$ cat config.mk
export PLATFORM = sky130hd
export DESIGN_NAME = serial_digit_adder_flat
export DESIGN_NICKNAME = d
export VERILOG_FILES = /design/src/rtl/serial_digit_adder_pkg.sv /design/src/rtl/serial_digit_adder_if.sv /design/src/rtl/serial_digit_adder_digit.sv /design/src/rtl/serial_digit_adder.sv /design/src/flat_wrapper.sv
export SDC_FILE = /design/constraint.sdc
export NUM_CORES = 1
export LEC_CHECK = 0
export ABC_AREA = 1
export BUFFER_PORTS_ARGS = -buffer_cell sky130_fd_sc_hd__buf_4
export CAP_MARGIN = 20
export CORE_MARGIN = 5
export CORE_UTILIZATION = 25
export CTS_CLUSTER_SIZE = 24
export DETAILED_ROUTE_END_ITERATION = 8
export PLACE_DENSITY = 0.48
export REMOVE_ABC_BUFFERS = 1
export SETUP_SLACK_MARGIN = 0.2
export SLEW_MARGIN = 20
export SYNTH_ARGS = -nofsm -noshare
export SYNTH_HDL_FRONTEND = slang
export SYNTH_SLANG_ARGS = --single-unit
$ cat constraint.sdc
create_clock -name i_clk -period 4.1 [get_ports i_clk]
set_clock_uncertainty 0.1 [all_clocks]
set_input_delay 1.23 -clock i_clk [delete_from_list [all_inputs] [get_ports i_clk]]
set_output_delay 1.23 -clock i_clk [all_outputs]
set_load 0.05 [all_outputs]
$ cat src/rtl/serial_digit_adder_pkg.sv
// Shared types and helpers for the digit-serial adder/subtractor.
package adder_pkg;

  localparam int DEFAULT_WIDTH = 16;
  localparam int DEFAULT_DIGIT = 4;

  typedef enum logic [1:0] {
    IDLE = 2'd0,
    RUN  = 2'd1,
    DONE = 2'd2
  } state_e;

  // Returns ceil(log2(n)), but never less than 1 so a single-step counter still has a bit.
  function automatic int clog2_min1(input int n);
    int r;
    r = 0;
    for (int i = 0; i < 31; i++) begin
      if ((1 << i) < n) r = i + 1;
    end
    return (r < 1) ? 1 : r;
  endfunction

endpackage

$ cat src/rtl/serial_digit_adder_if.sv
// Start/done handshake and operand/result bus of the digit-serial adder.
interface serial_digit_adder_if #(
  parameter int WIDTH = 16
);
  logic             i_start;
  logic             i_sub;
  logic [WIDTH-1:0] i_a;
  logic [WIDTH-1:0] i_b;
  logic             i_cin;
  logic             o_busy;
  logic             o_done;
  logic [WIDTH-1:0] o_s;
  logic             o_cout;
  logic             o_v;

  modport master (
    output i_start, i_sub, i_a, i_b, i_cin,
    input  o_busy, o_done, o_s, o_cout, o_v
  );

  modport slave (
    input  i_start, i_sub, i_a, i_b, i_cin,
    output o_busy, o_done, o_s, o_cout, o_v
  );
endinterface

$ cat src/rtl/serial_digit_adder_digit.sv
// Combinational ripple chain of DIGIT full-adder cells; also exposes the carry into the top bit.
module digit_adder #(
  parameter int DIGIT = 4
) (
  input  logic [DIGIT-1:0] i_a,
  input  logic [DIGIT-1:0] i_b,
  input  logic             i_cin,
  output logic [DIGIT-1:0] o_sum,
  output logic             o_cout,
  output logic             o_c_msb
);

  logic [DIGIT:0] w_c;

  assign w_c[0] = i_cin;

  for (genvar i = 0; i < DIGIT; i++) begin : g_fa
    assign o_sum[i]   = i_a[i] ^ i_b[i] ^ w_c[i];
    assign w_c[i + 1] = (i_a[i] & i_b[i]) | (w_c[i] & (i_a[i] ^ i_b[i]));
  end

  assign o_cout  = w_c[DIGIT];
  assign o_c_msb = w_c[DIGIT-1];

endmodule

$ cat src/rtl/serial_digit_adder.sv
// WIDTH-bit adder/subtractor processing DIGIT bits per clock, LSB digit first.
// State table:  IDLE | waiting for start;  RUN | one digit per edge;  DONE | done pulse, results valid.
module serial_digit_adder
  import adder_pkg::*;
#(
  parameter int WIDTH = DEFAULT_WIDTH,
  parameter int DIGIT = DEFAULT_DIGIT
) (
  input  logic                 i_clk,
  input  logic                 i_reset,
  serial_digit_adder_if.slave  io_bus
);

  localparam int STEPS  = WIDTH / DIGIT;
  localparam int STEP_W = clog2_min1(STEPS);
  localparam logic [STEP_W-1:0] LAST_STEP = STEP_W'(STEPS - 1);

  state_e            r_state;
  logic [STEP_W-1:0] r_step;
  logic [WIDTH-1:0]  r_a;
  logic [WIDTH-1:0]  r_b;
  logic [WIDTH-1:0]  r_s;
  logic              r_carry;
  logic              r_busy;
  logic              r_done;
  logic              r_cout;
  logic              r_v;

  logic [31:0]       w_base;
  logic [WIDTH-1:0]  w_a_shift;
  logic [WIDTH-1:0]  w_b_shift;
  logic [DIGIT-1:0]  w_sum;
  logic              w_cout;
  logic              w_c_msb;

  // Operands stay latched; the current digit is selected by shifting it down to bit 0.
  assign w_base    = 32'(r_step) * 32'(DIGIT);
  assign w_a_shift = r_a >> w_base;
  assign w_b_shift = r_b >> w_base;

  digit_adder #(
    .DIGIT (DIGIT)
  ) u_digit (
    .i_a     (w_a_shift[DIGIT-1:0]),
    .i_b     (w_b_shift[DIGIT-1:0]),
    .i_cin   (r_carry),
    .o_sum   (w_sum),
    .o_cout  (w_cout),
    .o_c_msb (w_c_msb)
  );

  always_ff @(posedge i_clk) begin
    if (i_reset) begin
      r_state <= IDLE;
      r_step  <= '0;
      r_a     <= '0;
      r_b     <= '0;
      r_s     <= '0;
      r_carry <= 1'b0;
      r_busy  <= 1'b0;
      r_done  <= 1'b0;
      r_cout  <= 1'b0;
      r_v     <= 1'b0;
    end else begin
      case (r_state)
        IDLE, DONE: begin
          r_done <= 1'b0;
          if (io_bus.i_start) begin
            r_state <= RUN;
            r_busy  <= 1'b1;
            r_a     <= io_bus.i_a;
            // Subtraction is A + ~B + 1: invert B here and seed the carry with 1.
            r_b     <= io_bus.i_sub ? ~io_bus.i_b : io_bus.i_b;
            r_carry <= io_bus.i_sub | io_bus.i_cin;
            r_step  <= '0;
            r_s     <= '0;
            r_cout  <= 1'b0;
            r_v     <= 1'b0;
          end else begin
            r_state <= IDLE;
          end
        end
        RUN: begin
          // S was cleared on accept and each digit is written once, so OR-in is a plain write.
          r_s     <= r_s | (WIDTH'(w_sum) << w_base);
          r_carry <= w_cout;
          if (r_step == LAST_STEP) begin
            r_cout  <= w_cout;
            r_v     <= w_c_msb ^ w_cout;
            r_step  <= '0;
            r_busy  <= 1'b0;
            r_done  <= 1'b1;
            r_state <= DONE;
          end else begin
            r_step <= r_step + 1'b1;
          end
        end
        default: begin
          r_state <= IDLE;
          r_busy  <= 1'b0;
          r_done  <= 1'b0;
        end
      endcase
    end
  end

  assign io_bus.o_busy = r_busy;
  assign io_bus.o_done = r_done;
  assign io_bus.o_s    = r_s;
  assign io_bus.o_cout = r_cout;
  assign io_bus.o_v    = r_v;

endmodule

$ cat src/flat_wrapper.sv
// flat-port wrapper written by rule: the top's interface ports become plain ports
module serial_digit_adder_flat import adder_pkg::*;
#(
  parameter int WIDTH = DEFAULT_WIDTH,
  parameter int DIGIT = DEFAULT_DIGIT
)
  (i_clk, i_reset, io_bus_i_start, io_bus_i_sub, io_bus_i_a, io_bus_i_b, io_bus_i_cin, io_bus_o_busy, io_bus_o_done, io_bus_o_s, io_bus_o_cout, io_bus_o_v);
  serial_digit_adder_if #(.WIDTH(WIDTH)) io_bus_i ();
  input  logic i_clk;
  input  logic i_reset;
  input wire logic [$bits(io_bus_i.i_start)-1:0] io_bus_i_start;
  input wire logic [$bits(io_bus_i.i_sub)-1:0] io_bus_i_sub;
  input wire logic [$bits(io_bus_i.i_a)-1:0] io_bus_i_a;
  input wire logic [$bits(io_bus_i.i_b)-1:0] io_bus_i_b;
  input wire logic [$bits(io_bus_i.i_cin)-1:0] io_bus_i_cin;
  output wire logic [$bits(io_bus_i.o_busy)-1:0] io_bus_o_busy;
  output wire logic [$bits(io_bus_i.o_done)-1:0] io_bus_o_done;
  output wire logic [$bits(io_bus_i.o_s)-1:0] io_bus_o_s;
  output wire logic [$bits(io_bus_i.o_cout)-1:0] io_bus_o_cout;
  output wire logic [$bits(io_bus_i.o_v)-1:0] io_bus_o_v;
  assign io_bus_i.i_start = io_bus_i_start;
  assign io_bus_i.i_sub = io_bus_i_sub;
  assign io_bus_i.i_a = io_bus_i_a;
  assign io_bus_i.i_b = io_bus_i_b;
  assign io_bus_i.i_cin = io_bus_i_cin;
  assign io_bus_o_busy = io_bus_i.o_busy;
  assign io_bus_o_done = io_bus_i.o_done;
  assign io_bus_o_s = io_bus_i.o_s;
  assign io_bus_o_cout = io_bus_i.o_cout;
  assign io_bus_o_v = io_bus_i.o_v;
  serial_digit_adder #(.WIDTH(WIDTH), .DIGIT(DIGIT)) u_core (.i_clk(i_clk), .i_reset(i_reset), .io_bus(io_bus_i));
endmodule
**Word level (Yosys, flattened, before mapping)**

Cells that the tools add are included.

- Bits of input ports: 37
- Logic and storage cells: 71
- Output and inout port bits: 20
- Register bits after elaboration: 57

- Add/subtract/negate cells: 1
- Multiplexer cells: 19
- Shifts and indexed selects: 3
- Reduce and logical (&&, ||, !) cells: 8
- Equal/unequal tests: 5
- Bitwise operators: 25

Operator list:

| operator | number |
|---|---|
| two-way mux 16 bit | 2 |
| one-hot mux 16 bit (2 select lines) | 1 |
| right shift 16 x 4 -> 4 bit | 2 |
| inverter 16 bit | 1 |
| bitwise OR 16 bit | 1 |
| << shifter 4 x 4 -> 16 bit | 1 |
| bitwise XOR 1 bit | 9 |
| AND 1 bit | 8 |
| one-hot mux 1 bit (2 select lines) | 4 |
| one-hot mux 2 bit (2 select lines) | 2 |
| two-way mux 1 bit | 7 |
| two-way mux 2 bit | 3 |
| AND reduction 2 bit | 3 |
| bitwise OR 1 bit | 5 |
| == test 2 bit, second input constant | 2 |
| OR reduction 2 bit | 2 |
| AND reduction 3 bit | 1 |
| adder 2 x 1 -> 2 bit, second input constant | 1 |
| == test 2 x 1 -> 1 bit, second input constant | 1 |
| zero test 2 bit | 1 |
| inequality test 2 x 1 -> 1 bit, second input constant | 1 |
| inequality test 2 bit, second input constant | 1 |
| nonzero test 2 bit | 1 |
| inverter 1 bit | 1 |

**Logic depth before layout (Yosys ltp)**

- Depth after elaboration: 13
- Depth in mapped cells: 18
- Mapped depth without buffers: 17

**Hierarchy**

Synthesis repeated with hierarchy kept, for this count alone.

- Cells, all modules: 355
- Area total of the unflattened synthesis: 2616.3 um2

By module, submodules not included:

| module | sequential area each (um2) | instances | cells an instance | area an instance (um2) |
|---|---|---|---|---|
| serial_digit_adder | 1141.1 | 1 | 343 | 2506.2 |
| digit_adder | 0.0 | 1 | 12 | 110.1 |

**Least setup slack after synthesis**

OpenSTA, ideal clock, no wires.

- Path type: register -> register
- Start point: register u_core.r_step[1]
- End point: register u_core.r_s[15] (netlist: u_core.io_bus.o_s[15])
- Path buffers: 2
- Clock period less this slack: 3.007 ns
- Data arrival time: 2.791 ns
- Cell stages (with the launch flop): 17
- Setup time: 0.116 ns
- Data required time: 3.884 ns
- Path slack: 1.093 ns
- Cell sequence: dfxtp_1 > buf_2 > clkinv_1 > buf_2 > nand3_1 > nand2_1 > fa_1 > inv_1 > fa_1 > inv_1 > fa_1 > inv_1 > fa_1 > nand2_1 > nor2_1 > o21ai_0 > nor2_1

- Word-level cells in the longest chain between the ends: 12
- Elaborated cells between the ends (all ways): 19
- Those cells by class: shift (3); mux (1); bitwise (15)

RTL lines:

| what | line | text |
|---|---|---|
| from (decl) | serial_digit_adder.sv:19 | `logic [STEP_W-1:0] r_step;` |
| from (signal assigned) | serial_digit_adder.sv:95 | `r_step <= r_step + 1'b1;` |
| right shift 16 x 4 -> 4 bit, on equally long branches | serial_digit_adder.sv:38, serial_digit_adder.sv:39 |  |
| bitwise XOR 1 bit | serial_digit_adder_digit.sv:19 | `assign w_c[i + 1] = (i_a[i] & i_b[i]) \| (w_c[i] & (i_a[i] ^ i_b[i]));` |
| AND 1 bit | serial_digit_adder_digit.sv:19 |  |
| bitwise OR 1 bit | serial_digit_adder_digit.sv:19 |  |
| AND 1 bit | serial_digit_adder_digit.sv:19 |  |
| bitwise OR 1 bit | serial_digit_adder_digit.sv:19 |  |
| AND 1 bit | serial_digit_adder_digit.sv:19 |  |
| bitwise OR 1 bit | serial_digit_adder_digit.sv:19 |  |
| bitwise XOR 1 bit | serial_digit_adder_digit.sv:18 | `assign o_sum[i] = i_a[i] ^ i_b[i] ^ w_c[i];` |
| << shifter 4 x 4 -> 16 bit (*) | serial_digit_adder.sv:85 | `r_s <= r_s \| (WIDTH'(w_sum) << w_base);` |
| bitwise OR 16 bit (*) | serial_digit_adder.sv:85 |  |
| one-hot mux 16 bit (2 select lines) (*) | serial_digit_adder.sv:65 | `case (r_state)` |
| to (signal assigned) | serial_digit_adder.sv:85 |  |
| to (decl) | serial_digit_adder.sv:22 | `logic [WIDTH-1:0] r_s;` |

Mark *: on every way between the ends. The rest lies on a longest branch, timed or not.
A chain may end at the register's enable or synchronous reset.

**Worst setup path in the final report**

- Start point: register u_core.r_step[0]
- End point: register u_core.r_s[11] (netlist: u_core.io_bus.o_s[11])

The elaborated chain is that of the path after synthesis.

==> flow_metrics.env <==
export IMPL_status="finished, final reports clean"
export IMPL_rows=37
export IMPL_diodes=0
export IMPL_clock_latency_ns=0.34
export IMPL_fill_cells=1140
export IMPL_fin_crit_ns=3.18
export IMPL_initialDrtViolationCount=78
export IMPL_p_leak_uw=0.00143
export IMPL_utilization_pct=32.4
export IMPL_path_clk_slew_ns=0.06
export IMPL_core_area_um2=10300
export IMPL_max_freq_mhz=314
export IMPL_synth_simple_gate_area_share_pct=22.3
export IMPL_path_buf_inv=4
export IMPL_holdCritPathClass="register to register"
export IMPL_die_h_um=113
export IMPL_ant_nets=0
export IMPL_routabilityCongestion=0.804
export IMPL_vdd_drop_max_mv=0.146
export IMPL_grt_pass1_wl_um=11200
export IMPL_power_density_nw_per_um2=422
export IMPL_critical_path_max_stage_delay_ns=0.44
export IMPL_synth_area_um2=2640
export IMPL_port_buffers=56
export IMPL_cts_hold_buffers_added=0
export IMPL_regArea_um2=1140
export IMPL_die_area_um2=12700
export IMPL_worstHoldPathCells=2
export IMPL_drt_pass1_iterations=4
export IMPL_crit_type="register to register"
export IMPL_grt_setup_unrepaired="no"
export IMPL_crit_family="adder cells"
export IMPL_cts_root_buf="clkbuf_8"
export IMPL_initial_core_util_pct=25.6
export IMPL_synthFlopType="dfxtp_1"
export IMPL_h_tree_depth=3
export IMPL_end_kind="register"
export IMPL_synth_warnings=0
export IMPL_syn_avg_cell_area_um2=7.34
export IMPL_ys_async_sr_fraction_pct=0
export IMPL_synth_edf_count=0
export IMPL_grt_max_degree=35
export IMPL_yosysMostFrequentCell="nor2_1"
export IMPL_cp_slowest_cell="fa_1"
export IMPL_fin_area_um2=3350
export IMPL_drive_gt1_share_pct=19.8
export IMPL_synth_yosys_seq_area_share_pct=43.2
export IMPL_synth_area_mux_share_pct=0
export IMPL_yosysTopAreaCellShare_pct=43.2
export IMPL_cts_buffers=9
export IMPL_reg2reg_depth=15
export IMPL_multi_input_comb_area_um2=1280
export IMPL_antenna_found_initial=0
export IMPL_dp_hpwl_um=4820
export IMPL_cts_tree="done"
export IMPL_cts_sinks=57
export IMPL_cts_path_max_buffers=2
export IMPL_track_usage_pct=11.0
export IMPL_timing_setup_tns_ns=0
export IMPL_grt_pass1_vias=2315
export IMPL_crit_fanout=20
export IMPL_setup_violations=0
export IMPL_synth_seq_cells=57
export IMPL_worst_setup_path_start_kind="register"
export IMPL_cts_resized=0
export IMPL_syn_instance_count=360
export IMPL_ios=57
export IMPL_max_slew_worst_pin_slew_ns=0.573
export IMPL_synth_cell_type_count=26
export IMPL_critPathArrivalTime_ns=3.30
export IMPL_relSlewSlack_pct=61.7
export IMPL_synth_area_leaders="dfxtp_1, nor2_1, o21ai_0"
export IMPL_synth_commonest_cells="nor2_1, dfxtp_1, o21ai_0, nand2_1, a21oi_1"
export IMPL_slew_violations=0
export IMPL_worst_endpoint_required_ns=4.22
export IMPL_synth_top_family_by_area="simple AND/OR/NAND/NOR gates"
export IMPL_synthXorXnorAreaFrac_pct=5.30
export IMPL_synthToLayoutAreaGrowth_pct=26.6
export IMPL_instances_no_fill=550
export IMPL_synth_largest_area_cell="dfxtp_1"
export IMPL_grt_overflow_total=0
export IMPL_drv_cap=0
export IMPL_synthAdderAreaFrac_pct=3.50
export IMPL_final_nets=452
export IMPL_vias=2341
export IMPL_cp_depth=15
export IMPL_dp_cells=535
export IMPL_postCtsSetupBuffers=0
export IMPL_routedWlPerCell_um=12.3
export IMPL_crit_chain="inv_1, nand2_1, nand3_1, nand2_1, fa_1, inv_1, fa_1, inv_1, fa_1, inv_1, fa_1, nand2_1, nor2_1, o21ai_0, nor2_1"
export IMPL_synth_compound_area_share_pct=17.3
export IMPL_drc_errors=0
export IMPL_fin_crit_sh_pct=77.6
export IMPL_placed_area_um2=3150
export IMPL_dieWidth_um=113
export IMPL_via_per_inst=4.26
export IMPL_drt_wl_total_um=6750
export IMPL_hold_viol_final=0
## report_power, final
part | total, uW | switching, uW | leakage, uW | internal, uW
sequential | 614 | 22.3 | 0.000468 | 592
clock | 521 | 213 | 0.000102 | 308
combinational | 278 | 169 | 0.000856 | 109
## cell type report
class	count	share of cell area, %
repair buffers	62	13.9
clock buffers	12	4.64
multi-input cells	255	38.3
well taps	136	5.08
inverters	25	2.80
flip-flops and latches	57	34.1
clock inverters	3	1.20
## tightest hold or removal path: cells and delay by family (launching register included)
kind / cells / cell delay [ns]
DFF: 1 / 0.31
buffers and inverters: 1 / 0.05
AOI/OAI and AO/OA: 1 / 0.05
## placed cells by master, fill, tap and decap left out, drive strengths merged
cell,count
bufinv,1
clkinv,3
a21o,2
nor2,80
ha,1
o21ai,55
dfxtp,57
clkbuf,12
inv,24
fa,4
nand2,46
a21oi,27
o22ai,4
xnor2,16
nand3,16
nor3,3
buf,62
o21a,1
## routing by layer
metal  up-vias  part of all wire [%]  track usage, %
met2        48                    44            16.6
met1      1031                    50            14.6
met4         0                  0.92            3.21
li1       1257                     -               -
met3         5                   4.9            4.49
met5         -                     0               0
## worst paths after layout
| check | from | slack (ns) | endpoint |
|---|---|---|---|
| worst min-delay path | u_core.io_bus.o_s[2] | 0.35 | u_core.io_bus.o_s[2] |
| worst min register to register | u_core.io_bus.o_s[2] | 0.35 | u_core.io_bus.o_s[2] |
| worst max-delay path | u_core.r_step[0] | 0.92 | u_core.io_bus.o_s[11] |
| worst max register to register | u_core.r_step[0] | 0.92 | u_core.io_bus.o_s[11] |
## state kept, by name, indices dropped and copies added, names as in the netlist
| name | flops |
|---|---|
| u_core.io_bus.o_busy | 1 |
| u_core.r_b | 16 |
| u_core.io_bus.o_done | 1 |
| u_core.r_carry | 1 |
| u_core.io_bus.o_s | 16 |
| u_core.io_bus.o_v | 1 |
| u_core.r_step | 2 |
| u_core.io_bus.o_cout | 1 |
| u_core.r_state | 2 |
| u_core.r_a | 16 |
## per-stage QoR
step,total power [uW],hold slack [ns],setup slack [ns]
floorplan,807,0.350,0.880
global placement,904,0.343,1.03
detailed placement,908,0.350,0.922
CTS,1440,0.360,0.878
global route,1500,0.372,0.720
finish,1410,0.355,0.916
## logic make-up after synthesis
logic type / after synthesis
AOI/OAI and AO/OA: 89
xor gates and xnor gates: 16
adders and majority gates: 5
buffers and inverters: 48
DFF: 57
and+or+nand+nor: 145
Note: power is estimated with default switching activity, not from simulation.
